<file path="src/rtl/ysyx_24100012_inst_fetch_pkg.sv">
// Shared types and defaults for the instruction fetch unit.
package ysyx_24100012_inst_fetch_pkg;

    localparam int unsigned XLEN               = 32;
    localparam logic [XLEN-1:0] RESET_PC_DEFAULT = 32'h8000_0000;
    localparam int unsigned FIFO_DEPTH_DEFAULT = 2;

    // Fetch FSM: FETCH issues, WAIT expects a live response, DROP discards a stale one.
    typedef enum logic [1:0] {
        ST_FETCH = 2'd0,
        ST_WAIT  = 2'd1,
        ST_DROP  = 2'd2
    } fetch_state_e;

    // One buffered instruction and the address it was fetched from.
    typedef struct packed {
        logic [XLEN-1:0] pc;
        logic [XLEN-1:0] inst;
    } fetch_entry_t;

    // Force an address onto a word boundary.
    function automatic logic [XLEN-1:0] align_word(input logic [XLEN-1:0] addr);
        return {addr[XLEN-1:2], 2'b00};
    endfunction

endpackage

</file>
<file path="src/rtl/ysyx_24100012_inst_fetch_if.sv">
// Redirect, instruction-memory and decode-side signals of the fetch unit.
interface ysyx_24100012_inst_fetch_if;
    import ysyx_24100012_inst_fetch_pkg::*;

    logic            redirect_valid;
    logic [XLEN-1:0] redirect_pc;
    logic            imem_req_valid;
    logic            imem_req_ready;
    logic [XLEN-1:0] imem_req_addr;
    logic            imem_rsp_valid;
    logic [XLEN-1:0] imem_rsp_data;
    logic            inst_valid;
    logic            inst_ready;
    logic [XLEN-1:0] inst;
    logic [XLEN-1:0] inst_pc;

    // Fetch unit side.
    modport master (
        input  redirect_valid, redirect_pc,
        input  imem_req_ready, imem_rsp_valid, imem_rsp_data,
        input  inst_ready,
        output imem_req_valid, imem_req_addr,
        output inst_valid, inst, inst_pc
    );

    // Memory / decode / branch-resolution side.
    modport slave (
        output redirect_valid, redirect_pc,
        output imem_req_ready, imem_rsp_valid, imem_rsp_data,
        output inst_ready,
        input  imem_req_valid, imem_req_addr,
        input  inst_valid, inst, inst_pc
    );

endinterface

</file>
<file path="src/rtl/ysyx_24100012_fetch_fifo.sv">
// Small synchronous FIFO of fetched {pc, inst} entries with a single-cycle flush.
module ysyx_24100012_fetch_fifo
    import ysyx_24100012_inst_fetch_pkg::*;
#(
    parameter int unsigned DEPTH = FIFO_DEPTH_DEFAULT
) (
    input  logic         clk,
    input  logic         rst_n,
    input  logic         flush,
    input  logic         push,
    input  fetch_entry_t wdata,
    input  logic         pop,
    output fetch_entry_t rdata,
    output logic         full,
    output logic         empty
);

    localparam int unsigned PTR_W = $clog2(DEPTH);
    localparam int unsigned CNT_W = $clog2(DEPTH) + 1;

    fetch_entry_t     mem_q [DEPTH];
    logic [PTR_W-1:0] wr_ptr_q;
    logic [PTR_W-1:0] rd_ptr_q;
    logic [CNT_W-1:0] count_q;
    logic             pop_ok_c;
    logic             push_ok_c;

    // A pop frees a slot in the same cycle, so push on full is allowed alongside a pop.
    assign pop_ok_c  = pop && !empty;
    assign push_ok_c = push && (!full || pop_ok_c);

    // Storage, pointers (wrap modulo DEPTH) and occupancy; flush empties the buffer.
    always_ff @(posedge clk or negedge rst_n) begin
        if (!rst_n) begin
            for (int unsigned i = 0; i < DEPTH; i++) begin
                mem_q[i] <= '0;
            end
            wr_ptr_q <= '0;
            rd_ptr_q <= '0;
            count_q  <= '0;
        end else if (flush) begin
            wr_ptr_q <= '0;
            rd_ptr_q <= '0;
            count_q  <= '0;
        end else begin
            if (push_ok_c) begin
                mem_q[wr_ptr_q] <= wdata;
                wr_ptr_q        <= wr_ptr_q + PTR_W'(1);
            end
            if (pop_ok_c) begin
                rd_ptr_q <= rd_ptr_q + PTR_W'(1);
            end
            count_q <= count_q + CNT_W'(push_ok_c) - CNT_W'(pop_ok_c);
        end
    end

    assign rdata = mem_q[rd_ptr_q];
    assign full  = (count_q == CNT_W'(DEPTH));
    assign empty = (count_q == '0);

endmodule

</file>
<file path="src/rtl/ysyx_24100012_inst_fetch.sv">
// Instruction fetch: owns the PC, keeps one read outstanding, buffers words toward decode.
module ysyx_24100012_inst_fetch
    import ysyx_24100012_inst_fetch_pkg::*;
#(
    parameter int unsigned     DATA_WIDTH = XLEN,
    parameter logic [XLEN-1:0] RESET_PC   = RESET_PC_DEFAULT,
    parameter int unsigned     FIFO_DEPTH = FIFO_DEPTH_DEFAULT
) (
    input  logic                        clk,
    input  logic                        rst_n,
    ysyx_24100012_inst_fetch_if.master  bus
);

    fetch_state_e          state_q;
    fetch_state_e          state_d;
    logic [DATA_WIDTH-1:0] pc_q;
    logic [DATA_WIDTH-1:0] pc_d;
    logic                  run_q;
    logic                  req_valid_c;
    logic                  req_fire_c;
    logic                  push_c;
    logic                  fifo_full;
    logic                  fifo_empty;
    fetch_entry_t          push_entry_c;
    fetch_entry_t          head;

    // Requests only while idle, out of reset, and with room for the returning word.
    assign req_valid_c = run_q && (state_q == ST_FETCH) && !fifo_full;
    assign req_fire_c  = req_valid_c && bus.imem_req_ready;

    // In WAIT the PC has already advanced past the outstanding request.
    assign push_entry_c = '{pc: pc_q - DATA_WIDTH'(4), inst: bus.imem_rsp_data};

    // State, PC and the post-reset request enable.
    always_ff @(posedge clk or negedge rst_n) begin
        if (!rst_n) begin
            state_q <= ST_FETCH;
            pc_q    <= RESET_PC;
            run_q   <= 1'b0;
        end else begin
            state_q <= state_d;
            pc_q    <= pc_d;
            run_q   <= 1'b1;
        end
    end

    // Next state, next PC and FIFO push; a redirect overrides everything else.
    always_comb begin
        state_d = state_q;
        pc_d    = pc_q;
        push_c  = 1'b0;
        case (state_q)
            ST_FETCH: begin
                if (req_fire_c) begin
                    state_d = bus.redirect_valid ? ST_DROP : ST_WAIT;
                    pc_d    = pc_q + DATA_WIDTH'(4);
                end
            end
            ST_WAIT: begin
                if (bus.redirect_valid) begin
                    state_d = bus.imem_rsp_valid ? ST_FETCH : ST_DROP;
                end else if (bus.imem_rsp_valid) begin
                    state_d = ST_FETCH;
                    push_c  = 1'b1;
                end
            end
            ST_DROP: begin
                // The stale response retires DROP even if another redirect lands with it.
                if (bus.imem_rsp_valid) begin
                    state_d = ST_FETCH;
                end
            end
            default: state_d = ST_FETCH;
        endcase
        if (bus.redirect_valid) begin
            pc_d = align_word(bus.redirect_pc);
        end
    end

    ysyx_24100012_fetch_fifo #(
        .DEPTH (FIFO_DEPTH)
    ) u_fifo (
        .clk   (clk),
        .rst_n (rst_n),
        .flush (bus.redirect_valid),
        .push  (push_c),
        .wdata (push_entry_c),
        .pop   (bus.inst_ready),
        .rdata (head),
        .full  (fifo_full),
        .empty (fifo_empty)
    );

    assign bus.imem_req_valid = req_valid_c;
    assign bus.imem_req_addr  = pc_q;
    assign bus.inst_valid     = !fifo_empty;
    assign bus.inst           = head.inst;
    assign bus.inst_pc        = head.pc;

endmodule

</file>
<file path="src/flat_wrapper.sv">
// flat-port wrapper written by rule: the top's interface ports become plain ports
module ysyx_24100012_inst_fetch_flat import ysyx_24100012_inst_fetch_pkg::*;
#(
    parameter int unsigned     DATA_WIDTH = XLEN,
    parameter logic [XLEN-1:0] RESET_PC   = RESET_PC_DEFAULT,
    parameter int unsigned     FIFO_DEPTH = FIFO_DEPTH_DEFAULT
)
  (clk, rst_n, bus_redirect_valid, bus_redirect_pc, bus_imem_req_ready, bus_imem_rsp_valid, bus_imem_rsp_data, bus_inst_ready, bus_imem_req_valid, bus_imem_req_addr, bus_inst_valid, bus_inst, bus_inst_pc);
  ysyx_24100012_inst_fetch_if bus_i ();
  input  logic clk;
  input  logic rst_n;
  input wire logic [$bits(bus_i.redirect_valid)-1:0] bus_redirect_valid;
  input wire logic [$bits(bus_i.redirect_pc)-1:0] bus_redirect_pc;
  input wire logic [$bits(bus_i.imem_req_ready)-1:0] bus_imem_req_ready;
  input wire logic [$bits(bus_i.imem_rsp_valid)-1:0] bus_imem_rsp_valid;
  input wire logic [$bits(bus_i.imem_rsp_data)-1:0] bus_imem_rsp_data;
  input wire logic [$bits(bus_i.inst_ready)-1:0] bus_inst_ready;
  output wire logic [$bits(bus_i.imem_req_valid)-1:0] bus_imem_req_valid;
  output wire logic [$bits(bus_i.imem_req_addr)-1:0] bus_imem_req_addr;
  output wire logic [$bits(bus_i.inst_valid)-1:0] bus_inst_valid;
  output wire logic [$bits(bus_i.inst)-1:0] bus_inst;
  output wire logic [$bits(bus_i.inst_pc)-1:0] bus_inst_pc;
  assign bus_i.redirect_valid = bus_redirect_valid;
  assign bus_i.redirect_pc = bus_redirect_pc;
  assign bus_i.imem_req_ready = bus_imem_req_ready;
  assign bus_i.imem_rsp_valid = bus_imem_rsp_valid;
  assign bus_i.imem_rsp_data = bus_imem_rsp_data;
  assign bus_i.inst_ready = bus_inst_ready;
  assign bus_imem_req_valid = bus_i.imem_req_valid;
  assign bus_imem_req_addr = bus_i.imem_req_addr;
  assign bus_inst_valid = bus_i.inst_valid;
  assign bus_inst = bus_i.inst;
  assign bus_inst_pc = bus_i.inst_pc;
  ysyx_24100012_inst_fetch #(.DATA_WIDTH(DATA_WIDTH), .RESET_PC(RESET_PC), .FIFO_DEPTH(FIFO_DEPTH)) u_core (.clk(clk), .rst_n(rst_n), .bus(bus_i));
endmodule
</file>
<file path="config.mk">
export PLATFORM = sky130hd
export DESIGN_NAME = ysyx_24100012_inst_fetch_flat
export DESIGN_NICKNAME = d
export VERILOG_FILES = /design/src/rtl/ysyx_24100012_inst_fetch_pkg.sv /design/src/rtl/ysyx_24100012_inst_fetch_if.sv /design/src/rtl/ysyx_24100012_fetch_fifo.sv /design/src/rtl/ysyx_24100012_inst_fetch.sv /design/src/flat_wrapper.sv
export SDC_FILE = /design/constraint.sdc
export NUM_CORES = 1
export LEC_CHECK = 0
export ABC_CLOCK_PERIOD_IN_PS = 2700
export BUFFER_PORTS_ARGS = -buffer_cell sky130_fd_sc_hd__buf_2
export CORE_MARGIN = 2
export CORE_UTILIZATION = 55
export DETAILED_ROUTE_END_ITERATION = 8
export HOLD_SLACK_MARGIN = 0.1
export PLACE_DENSITY = 0.8
export SLEW_MARGIN = 20
export SYNTH_ARGS = -nofsm -noshare
export SYNTH_HDL_FRONTEND = slang
export SYNTH_SLANG_ARGS = --single-unit
</file>
<file path="constraint.sdc">
create_clock -name clk -period 2.7 [get_ports clk]
set_input_delay 0.405 -clock clk [delete_from_list [all_inputs] [get_ports clk]]
set_output_delay 0.405 -clock clk [all_outputs]
set_load 0.005 [all_outputs]
</file>
==> impl_metrics.env, run 1 <==
export IMPL_outcome="finished clean"
export IMPL_fin_hold_ws_ps=181
export IMPL_worst_pin_slew_ps=586
export IMPL_io_pins=168
export IMPL_grt_total_usage_pct=24.6
export IMPL_whs_path_depth=3
export IMPL_fin_tns_setup_ps=0
export IMPL_tritoncts="done"
export IMPL_grt_ovfl_total=0
export IMPL_max_slew_margin_pct=60.9
export IMPL_multi_input_area_um2=3660
export IMPL_rows=44
export IMPL_cp_end_kind="primary output"
export IMPL_rsz0062_at_grt="no"
export IMPL_post_cts_buffers=0
export IMPL_die_height_um=125
export IMPL_gp_congestion=0.785
export IMPL_avgSynthCellArea_um2=10.1
export IMPL_cts_reportedPaths_clkPinSlew_ps=60
export IMPL_syn_inst=797
export IMPL_fin_crit_ps=2340
export IMPL_antenna_diode_count=0
export IMPL_vias_per_cell=5.42
export IMPL_r2r_cells=5
export IMPL_htreeDepth=4
export IMPL_coreArea_um2=14400
export IMPL_io_buffer_count=161
export IMPL_finalSetupViolations=0
export IMPL_ys_types=44
export IMPL_postCtsHoldBufs=1
export IMPL_ctsResizeCount=0
export IMPL_path_class="flip-flop to primary output"
export IMPL_finalHoldViolCount=0
export IMPL_p_per_area_nw_per_um2=819
export IMPL_ys_flop_type="dfrtp_1"
export IMPL_async_flop_share_pct=100
export IMPL_syn_to_final_growth_pct=18.5
export IMPL_layout_drive_gt1_share_pct=34.9
export IMPL_p_int_w=0.00538
export IMPL_leakagePower_nw=4.62
export IMPL_nNetsFinal=1011
export IMPL_ys_ff_latch=161
export IMPL_post_dp_hpwl_mm=12.6
export IMPL_clock_path_buffers=2
export IMPL_cts_sinks=161
export IMPL_seqPwrFrac_pct=42.4
export IMPL_synth_edf_count=0
export IMPL_drt_wl_total_mm=18.2
export IMPL_finalClockSkew_ps=11.3
export IMPL_critPathMaxFanout=24
export IMPL_grt_pass1_vias=6271
export IMPL_drt_initial_drc_count=347
export IMPL_ir_drop_mv=0.490
export IMPL_die_w_um=125
export IMPL_grt_pass1_wl_mm=31.0
export IMPL_dr_total_vias=6150
export IMPL_antenna_left=0
export IMPL_crit_required_ps=2300
export IMPL_final_common_cell="nand2_1"
export IMPL_p_sw_w=0.00242
export IMPL_dieArea_um2=15600
export IMPL_yosysWarningCount=0
export IMPL_drv_slew=0
export IMPL_switching_share_pct=31.0
export IMPL_dr_pass1_iters=5
export IMPL_grt_max_degree=67
export IMPL_cts_buffers=17
export IMPL_clk_latency_ps=430
export IMPL_worstHoldPathType="input port to flip-flop"
export IMPL_clkPwrFrac_pct=29.1
export IMPL_max_freq_mhz=427
export IMPL_maxCapViolCount=0
export IMPL_ff_latch_area_um2=4030
export IMPL_combPwrFrac_pct=28.5
export IMPL_antenna_found_initial=0
export IMPL_cp_arrival_ps=1940
export IMPL_wl_per_cell_um=16.0
export IMPL_initial_utilization_pct=55.7
export IMPL_route_detailed_drc=0
export IMPL_min_period_over_period_pct=86.7
export IMPL_final_cell_mix="nand2_1, buf_2, dfrtp_1, mux2_2, o21ai_0"
export IMPL_root_buffer="clkbuf_16"
export IMPL_nFillCells=1167
export IMPL_netlist_area_um2=8040
export IMPL_seq_area_frac_synth_pct=50.1
export IMPL_startpoint_type="flip-flop"
## Yosys cell counts, drive strengths merged (2+ instances only)
cell / count / area share, %
a21oi: 2 / 0.12
and2: 4 / 0.31
and3: 5 / 0.39
and4: 5 / 0.56
buf: 31 / 2.7
clkbuf: 32 / 1.5
conb: 2 / 0.093
dfrtp: 160 / 50
ha: 4 / 0.62
inv: 8 / 0.37
mux2: 102 / 14
nand2: 190 / 8.9
nand2b: 4 / 0.31
nand3: 12 / 0.81
nand4: 16 / 1.2
nor2: 22 / 1.0
nor2b: 2 / 0.16
nor3: 20 / 1.3
nor3b: 2 / 0.19
nor4: 15 / 1.7
o21ai: 82 / 5.2
or2: 4 / 0.31
or3: 4 / 0.37
or4: 3 / 0.33
xnor2: 41 / 4.5
xor2: 18 / 2.0
## power groups by stage
stage	registers [W]	logic (W)	clock network [W]
6_report	0.00331	0.00222	0.00227
5_1_grt	0.00339	0.00247	0.00243
4_1_cts	0.00331	0.00225	0.00230
3_5_place_dp	0.00334	0.00222	0
3_3_place_gp	0.00331	0.00217	0
2_1_floorplan	0.00317	0.00140	0
## flip-flops by register name, indices dropped and copies added (netlist names)
name	cells
u_core.u_fifo.wr_ptr_q	1
u_core.u_fifo.rd_ptr_q	1
u_core.u_fifo.count_q	2
u_core.run_q	1
u_core.state_q	2
u_core.u_fifo.mem_q	124
u_core.bus.imem_req_addr	30
## final timing paths
path	from	end	slack [ps]
max	u_core.u_fifo.rd_ptr_q	bus_inst[10]	360
min	bus_imem_rsp_data[23]	u_core.u_fifo.mem_q[87]	180
max reg2reg	u_core.bus.imem_req_addr[17]	u_core.u_fifo.mem_q[58]	380
min reg2reg	u_core.u_fifo.mem_q[93]	u_core.u_fifo.mem_q[93]	470
max in group asynchronous	rst_n	u_core.u_fifo.mem_q[73]	1400
min in group asynchronous	rst_n	u_core.u_fifo.mem_q[79]	520
## logic make-up after synthesis
logic type,synth area share [%]
flops,50.1
buf+inv,4.53
other cells,0.0934
simple gates,18.1
fa+ha+maj,0.623
compound gates,5.65
xor+xnor,6.43
mux,14.4
## stage by stage
stage | util (%) | setup slack (ps) | area (um^2) | total power (W) | instances
6_report | 66.1 | 358 | 9530 | 0.00780 | 1134
5_1_grt | 66.1 | 235 | 9530 | 0.00829 | 1134
4_1_cts | 66.1 | 344 | 9530 | 0.00786 | 1134
3_5_place_dp | 62.1 | 416 | 8960 | 0.00557 | 1101
3_3_place_gp | 62.1 | 454 | 8960 | 0.00548 | 1101
2_1_floorplan | - | 549 | 8050 | 0.00457 | 800
## worst max-delay path, stage by stage, from the launching register on
cell and delay, ps:
dfrtp_2 740, buf_12 260, mux2_2 360, buf_2 130
## cell type report
| class | count | share of cell area (%) |
|---|---|---|
| sequential | 161 | 42.3 |
| multi-input combinational | 568 | 38.4 |
| timing repair buffer | 181 | 10.6 |
| clock buffer | 17 | 4.46 |
| tap | 184 | 2.42 |
| clock inverter | 15 | 1.42 |
| inverter | 8 | 0.315 |
## layer usage
layer,up-vias,track usage (%),routed length [um]
met5,-,0,0
met4,0,8.24,354
met2,234,38.9,8740
met3,25,6.27,1160
li1,2969,-,-
met1,2922,33.4,7940
Power figures use the tool's default switching activity.
==> run 2: changes to the inputs <==
ABC_AREA = 1   (was unset)
CORE_UTILIZATION = 58   (was 55)
CTS_BUF_LIST = sky130_fd_sc_hd__clkbuf_8   (was unset)
PLACE_DENSITY = 0.83   (was 0.8)
SKIP_CTS_REPAIR_TIMING = 1   (was unset)
==> impl_metrics.env, run 2 <==
export IMPL_critPathSlowestCell="dfrtp_2"
export IMPL_coreArea_um2=14600
export IMPL_finalNonFillerCells=1585
export IMPL_crit_required_ps=2300
export IMPL_antenna_diode_count=0
export IMPL_fin_area_um2=10100
export IMPL_fin_crit_ps=2250
export IMPL_leakagePower_nw=5.30
export IMPL_synth_area_leaders="dfrtp_1, nand2_1, o21ai_0"
export IMPL_outcome="finished clean"
export IMPL_finalSetupViolations=0
export IMPL_synth_common_cells="nand2_1, dfrtp_1, inv_1"
export IMPL_cp_end_kind="primary output"
export IMPL_final_cell_mix="nand2_1, buf_2, dfrtp_1, inv_1, nor2_1"
export IMPL_fin_hold_ws_ps=160
export IMPL_grt_pass1_vias=7884
export IMPL_cp_arrival_ps=1850
export IMPL_startpoint_type="flip-flop"
export IMPL_cts_reportedPaths_clkPinSlew_ps=90
export IMPL_ys_flop_type="dfrtp_1"
export IMPL_dr_total_vias=8413
export IMPL_dieArea_um2=16100
export IMPL_htreeDepth=4
export IMPL_syn_inst=1255
export IMPL_p_per_area_nw_per_um2=840
export IMPL_route_detailed_drc=0
export IMPL_rrSetupSlack_ps=770
export IMPL_clock_path_buffers=2
export IMPL_io_buffer_count=161
export IMPL_final_common_cell="nand2_1"
export IMPL_largest_reg_flops=124
export IMPL_ys_types=30
export IMPL_power_w=0.00846
export IMPL_placedCellCount=1552
export IMPL_antenna_found_initial=0
export IMPL_path_class="flip-flop to primary output"
export IMPL_worstHoldPathType="input port to flip-flop"
export IMPL_seq_area_frac_synth_pct=46.2
export IMPL_cts_buffers=17
export IMPL_maxCapViolCount=0
export IMPL_rows=44
export IMPL_wl_per_cell_um=14.2
export IMPL_layout_drive_gt1_share_pct=15.4
export IMPL_largest_register="u_core.u_fifo.mem_q"
export IMPL_rsz0062_at_grt="no"
export IMPL_yosysTopAreaCell="dfrtp_1"
export IMPL_crit_chain="inv_1, nand2_1, nand2_1, buf_2"
export IMPL_antenna_left=0
export IMPL_finalHoldViolCount=0
export IMPL_die_w_um=127
export IMPL_critical_path_max_stage_delay_ps=570
export IMPL_max_freq_mhz=444
export IMPL_yosysMostFrequentCell="nand2_1"
export IMPL_nNetsFinal=1462
export IMPL_place_area_um2=9620
export IMPL_ir_drop_mv=0.356
export IMPL_io_pins=168
export IMPL_die_height_um=127
export IMPL_grt_pass1_wl_mm=37.4
export IMPL_gp_congestion=0.957
export IMPL_netlist_area_um2=8730
export IMPL_max_slew_margin_pct=56.0
export IMPL_post_dp_hpwl_mm=16.0
export IMPL_fin_tns_setup_ps=0
export IMPL_critPathMaxFanout=24
export IMPL_drt_wl_total_mm=22.5
export IMPL_grt_total_usage_pct=29.1
export IMPL_clk_latency_ps=460
export IMPL_synth_top_cell_area_share_pct=45.9
export IMPL_initial_utilization_pct=59.6
export IMPL_min_period_over_period_pct=83.3
export IMPL_finalClockSkew_ps=11.8
export IMPL_grt_max_degree=94
export IMPL_yosysWarningCount=0
export IMPL_drv_slew=0
export IMPL_crit_top_cell="nand2_1"
export IMPL_dr_pass1_iters=5
export IMPL_root_buffer="clkbuf_8"
export IMPL_vias_per_cell=5.31
export IMPL_drt_initial_drc_count=563
export IMPL_avgSynthCellArea_um2=6.96
export IMPL_cts_sinks=161
export IMPL_worst_pin_slew_ps=661
export IMPL_tritoncts="done"
export IMPL_ys_ff_latch=161
export IMPL_async_flop_share_pct=100
export IMPL_grt_ovfl_total=0
export IMPL_synth_edf_count=0
export IMPL_syn_to_final_growth_pct=15.4
run 2: cell types whose count changed in the layout (fill, tap and decap cells not counted), moves of 37 or more:
cell | previous run | this run
nor2_1 | 21 | 107
mux2_2 | 102 | 0
xnor2_1 | 41 | 4
nand3_1 | 11 | 54
inv_1 | 8 | 115
nand2_1 | 190 | 567
run 2: layout make-up:
class	count	area, um^2
clock inverters	11	160
repair buffers	176	990
flip-flops and latches	161	4030
clock buffers	21	289
inverters	114	428
multi-input cells	918	3950
well taps	184	230
fillers	1282	4560
run 2: worst paths after layout:
kind	start	to	depth (start not counted)
setup / recovery	u_core.u_fifo.rd_ptr_q	bus_inst_pc[20]	4
hold / removal	bus_redirect_pc[17]	u_core.bus.imem_req_addr[17]	3
setup reg to reg	u_core.bus.imem_req_addr[2]	u_core.u_fifo.mem_q[114]	8
hold reg to reg	u_core.u_fifo.mem_q[31]	u_core.u_fifo.mem_q[31]	2
max in group asynchronous	rst_n	u_core.bus.imem_req_addr[31]	3
min in group asynchronous	rst_n	u_core.u_fifo.mem_q[84]	2
run 2: metal layers:
metal / up-vias / share of wire, % / GRT usage, %
li1: 4117 / - / -
met5: - / 0 / 0
met2: 346 / 46 / 46.9
met4: 0 / 3.6 / 12.6
met3: 56 / 7.2 / 4.64
met1: 3894 / 43 / 39.4
run 2: through the flow:
stage | utilization [%] | worst slack [ps]
finish | 68.8 | 450
global route | 68.8 | 265
CTS | 68.8 | 432
detailed placement | 65.7 | 568
global placement | 65.7 | 617
floorplan | - | 1030
run 2: cells by family (layout without fill, tap and decap cells):
kind of cell,Yosys count,after routing,share of synthesized area (%)
buffers and inverters,179,322,8.71
flip-flops,161,161,46.2
AO/OA/AOI/OAI,135,135,8.11
adder cells (fa/ha/maj),4,4,0.573
other,2,5,0.0860
XOR/XNOR,27,27,2.71
AND/OR/NAND/NOR,747,747,33.6
run 2: report_power, final:
group          switching [W]  internal, W
logic                0.00166      0.00113
clock network       0.000874      0.00110
registers           0.000503      0.00319
run 2: critical path: cells and delay by family, from the launching register on:
| family | cells | cell delay [ps] |
|---|---|---|
| simple gates | 2 | 200 |
| flops | 1 | 570 |
| buf+inv | 2 | 610 |
==> run 3: changes to the inputs <==
ABC_CLOCK_PERIOD_IN_PS = 1900   (was 2700)
CORE_UTILIZATION = 52   (was 58)
PLACE_DENSITY = 0.79   (was 0.83)
clock period = 1.9 ns   (was 2.7 ns; I/O delays follow)
==> impl_metrics.env, run 3 (synthesized netlist as in run 2, its figures left out) <==
export IMPL_die_height_um=134
export IMPL_die_w_um=134
export IMPL_seqPwrFrac_pct=43.9
export IMPL_tritoncts="done"
export IMPL_cp_top_family="flip-flops"
export IMPL_largest_reg_flops=124
export IMPL_path_class="flip-flop to primary output"
export IMPL_cp_arrival_ps=1590
export IMPL_outcome="finished clean"
export IMPL_finalSetupViolations=0
export IMPL_combPwrFrac_pct=35.8
export IMPL_placedCellCount=1596
export IMPL_clock_path_buffers=2
export IMPL_utilization_pct=64.8
export IMPL_rrSetupSlack_ps=120
export IMPL_fin_crit_ps=1880
export IMPL_io_buffer_count=161
export IMPL_min_period_over_period_pct=98.8
export IMPL_largest_register="u_core.u_fifo.mem_q"
export IMPL_p_int_w=0.00743
export IMPL_finalHoldViolCount=0
export IMPL_post_dp_hpwl_mm=16.5
export IMPL_worst_pin_slew_ps=551
export IMPL_syn_to_final_growth_pct=22.7
export IMPL_p_per_area_nw_per_um2=1120
export IMPL_leakagePower_nw=5.56
export IMPL_io_pins=168
export IMPL_critPathSlowestCell="dfrtp_4"
export IMPL_switching_share_pct=38.1
export IMPL_fin_hold_ws_ps=83.3
export IMPL_dr_total_vias=8606
export IMPL_rsz0062_at_grt="yes"
export IMPL_whs_path_depth=3
export IMPL_worstHoldPathType="input port to flip-flop"
export IMPL_drt_initial_drc_count=591
export IMPL_r2r_end="u_core.bus.imem_req_addr[19]"
export IMPL_antenna_diode_count=0
export IMPL_clk_latency_ps=460
export IMPL_initial_utilization_pct=52.8
export IMPL_final_cell_mix="nand2_1, buf_2, dfrtp_1, inv_1, nor2_1"
export IMPL_clkPwrFrac_pct=20.3
export IMPL_cts_sinks=161
export IMPL_min_to="u_core.bus.imem_req_addr[2]"
export IMPL_nNetsFinal=1523
export IMPL_critical_path_max_stage_delay_ps=570
export IMPL_cp_buffers_inverters=2
export IMPL_max_slew_margin_pct=63.3
export IMPL_cts_reportedPaths_clkPinSlew_ps=100
export IMPL_max_freq_mhz=533
export IMPL_crit_chain="buf_2, o21ai_0, buf_2"
export IMPL_antenna_left=0
export IMPL_finalClockSkew_ps=13.7
export IMPL_gp_congestion=0.921
export IMPL_min_from="bus_redirect_pc[2]"
export IMPL_grt_max_degree=88
export IMPL_root_buffer="clkbuf_8"
export IMPL_rows=47
export IMPL_grt_pass1_wl_mm=38.0
export IMPL_startpoint_type="flip-flop"
export IMPL_vias_per_cell=5.12
export IMPL_r2r_cells=8
export IMPL_route_detailed_drc=0
export IMPL_htreeDepth=4
export IMPL_antenna_found_initial=0
export IMPL_drt_wl_total_mm=23.9
export IMPL_layout_drive_gt1_share_pct=16.4
export IMPL_grt_total_usage_pct=26.6
export IMPL_p_sw_w=0.00457
export IMPL_drv_slew=0
export IMPL_grt_pass1_vias=7876
export IMPL_grt_ovfl_total=0
export IMPL_finalNonFillerCells=1682
export IMPL_dr_pass1_iters=5
export IMPL_crit_required_ps=1620
export IMPL_wl_per_cell_um=14.2
export IMPL_dieArea_um2=17800
export IMPL_coreArea_um2=16500
export IMPL_cp_end_kind="primary output"
export IMPL_final_common_cell="nand2_1"
export IMPL_cts_buffers=17
export IMPL_r2r_start="u_core.bus.imem_req_addr[2]"
export IMPL_maxCapViolCount=0
export IMPL_power_w=0.0120
export IMPL_ir_drop_mv=0.535
export IMPL_crit_top_cell="buf_2"
export IMPL_critPathMaxFanout=8
==> run 3: cell types whose count changed in the layout (fill, tap and decap cells not counted), sizes merged <==
cell and delta:
buf +12, bufinv -3, dlygate4sd3 +48, inv -2, clkinvlp +4, clkbuf -2
clkinv +4
==> run 3: area by class of cell <==
cell class | count | area, um^2
sequential | 161 | 4030
clock buffer | 18 | 248
timing repair buffer | 237 | 1610
multi-input combinational | 918 | 3980
inverter | 114 | 432
fill | 1426 | 5810
clock inverter | 14 | 134
tap | 220 | 275
==> run 3: worst register-to-register path, stage by stage, from the launching register on <==
cell and delay (ps):
dfrtp_1 500, inv_1 100, buf_4 170, nor2_1 150, nand2_1 150, nor2_2 300, nand3_1 120, nand3_1 120
nand3_1 80
==> run 3: power by group through the flow <==
stage / Clock (W) / Sequential (W) / Combinational, W
finish: 0.00244 / 0.00527 / 0.00429
CTS: 0.00248 / 0.00523 / 0.00405
global route: 0.00263 / 0.00539 / 0.00487
global placement: 0 / 0.00524 / 0.00390
detailed placement: 0 / 0.00530 / 0.00402
floorplan: 0 / 0.00502 / 0.00253
==> run 3: layer usage <==
metal | GRT usage, % | vias to the layer above | part of all wire, %
li1 | - | 4247 | -
met1 | 36.4 | 3929 | 43
met2 | 41.9 | 365 | 47
met3 | 3.96 | 65 | 6.9
met4 | 12.8 | 0 | 3.7
met5 | 0 | - | 0
==> run 3: worst max path at each step <==
stage                           startpoint                        to  slack [ps]  depth (start not counted)
3_5_place_dp   u_core.bus.imem_req_addr[2]   u_core.u_fifo.mem_q[50]         120                          8
5_1_grt             u_core.u_fifo.rd_ptr_q           bus_inst_pc[10]         -50                          4
6_report            u_core.u_fifo.rd_ptr_q           bus_inst_pc[21]          20                          3
2_1_floorplan  u_core.bus.imem_req_addr[2]  u_core.u_fifo.mem_q[114]         280                          8
3_3_place_gp   u_core.bus.imem_req_addr[2]  u_core.u_fifo.mem_q[114]         180                          8
4_1_cts             u_core.u_fifo.rd_ptr_q           bus_inst_pc[20]        -160                          4
==> run 3: metrics by stage <==
step | area (um^2) | setup WS [ps] | setup TNS, ps
after global placement | 9740 | 176 | 0
after CTS | 10100 | -164 | -1830
after detailed placement | 9740 | 118 | 0
after floorplan | 8740 | 284 | 0
final | 10700 | 23.0 | 0
after global routing | 10700 | -48.0 | -378
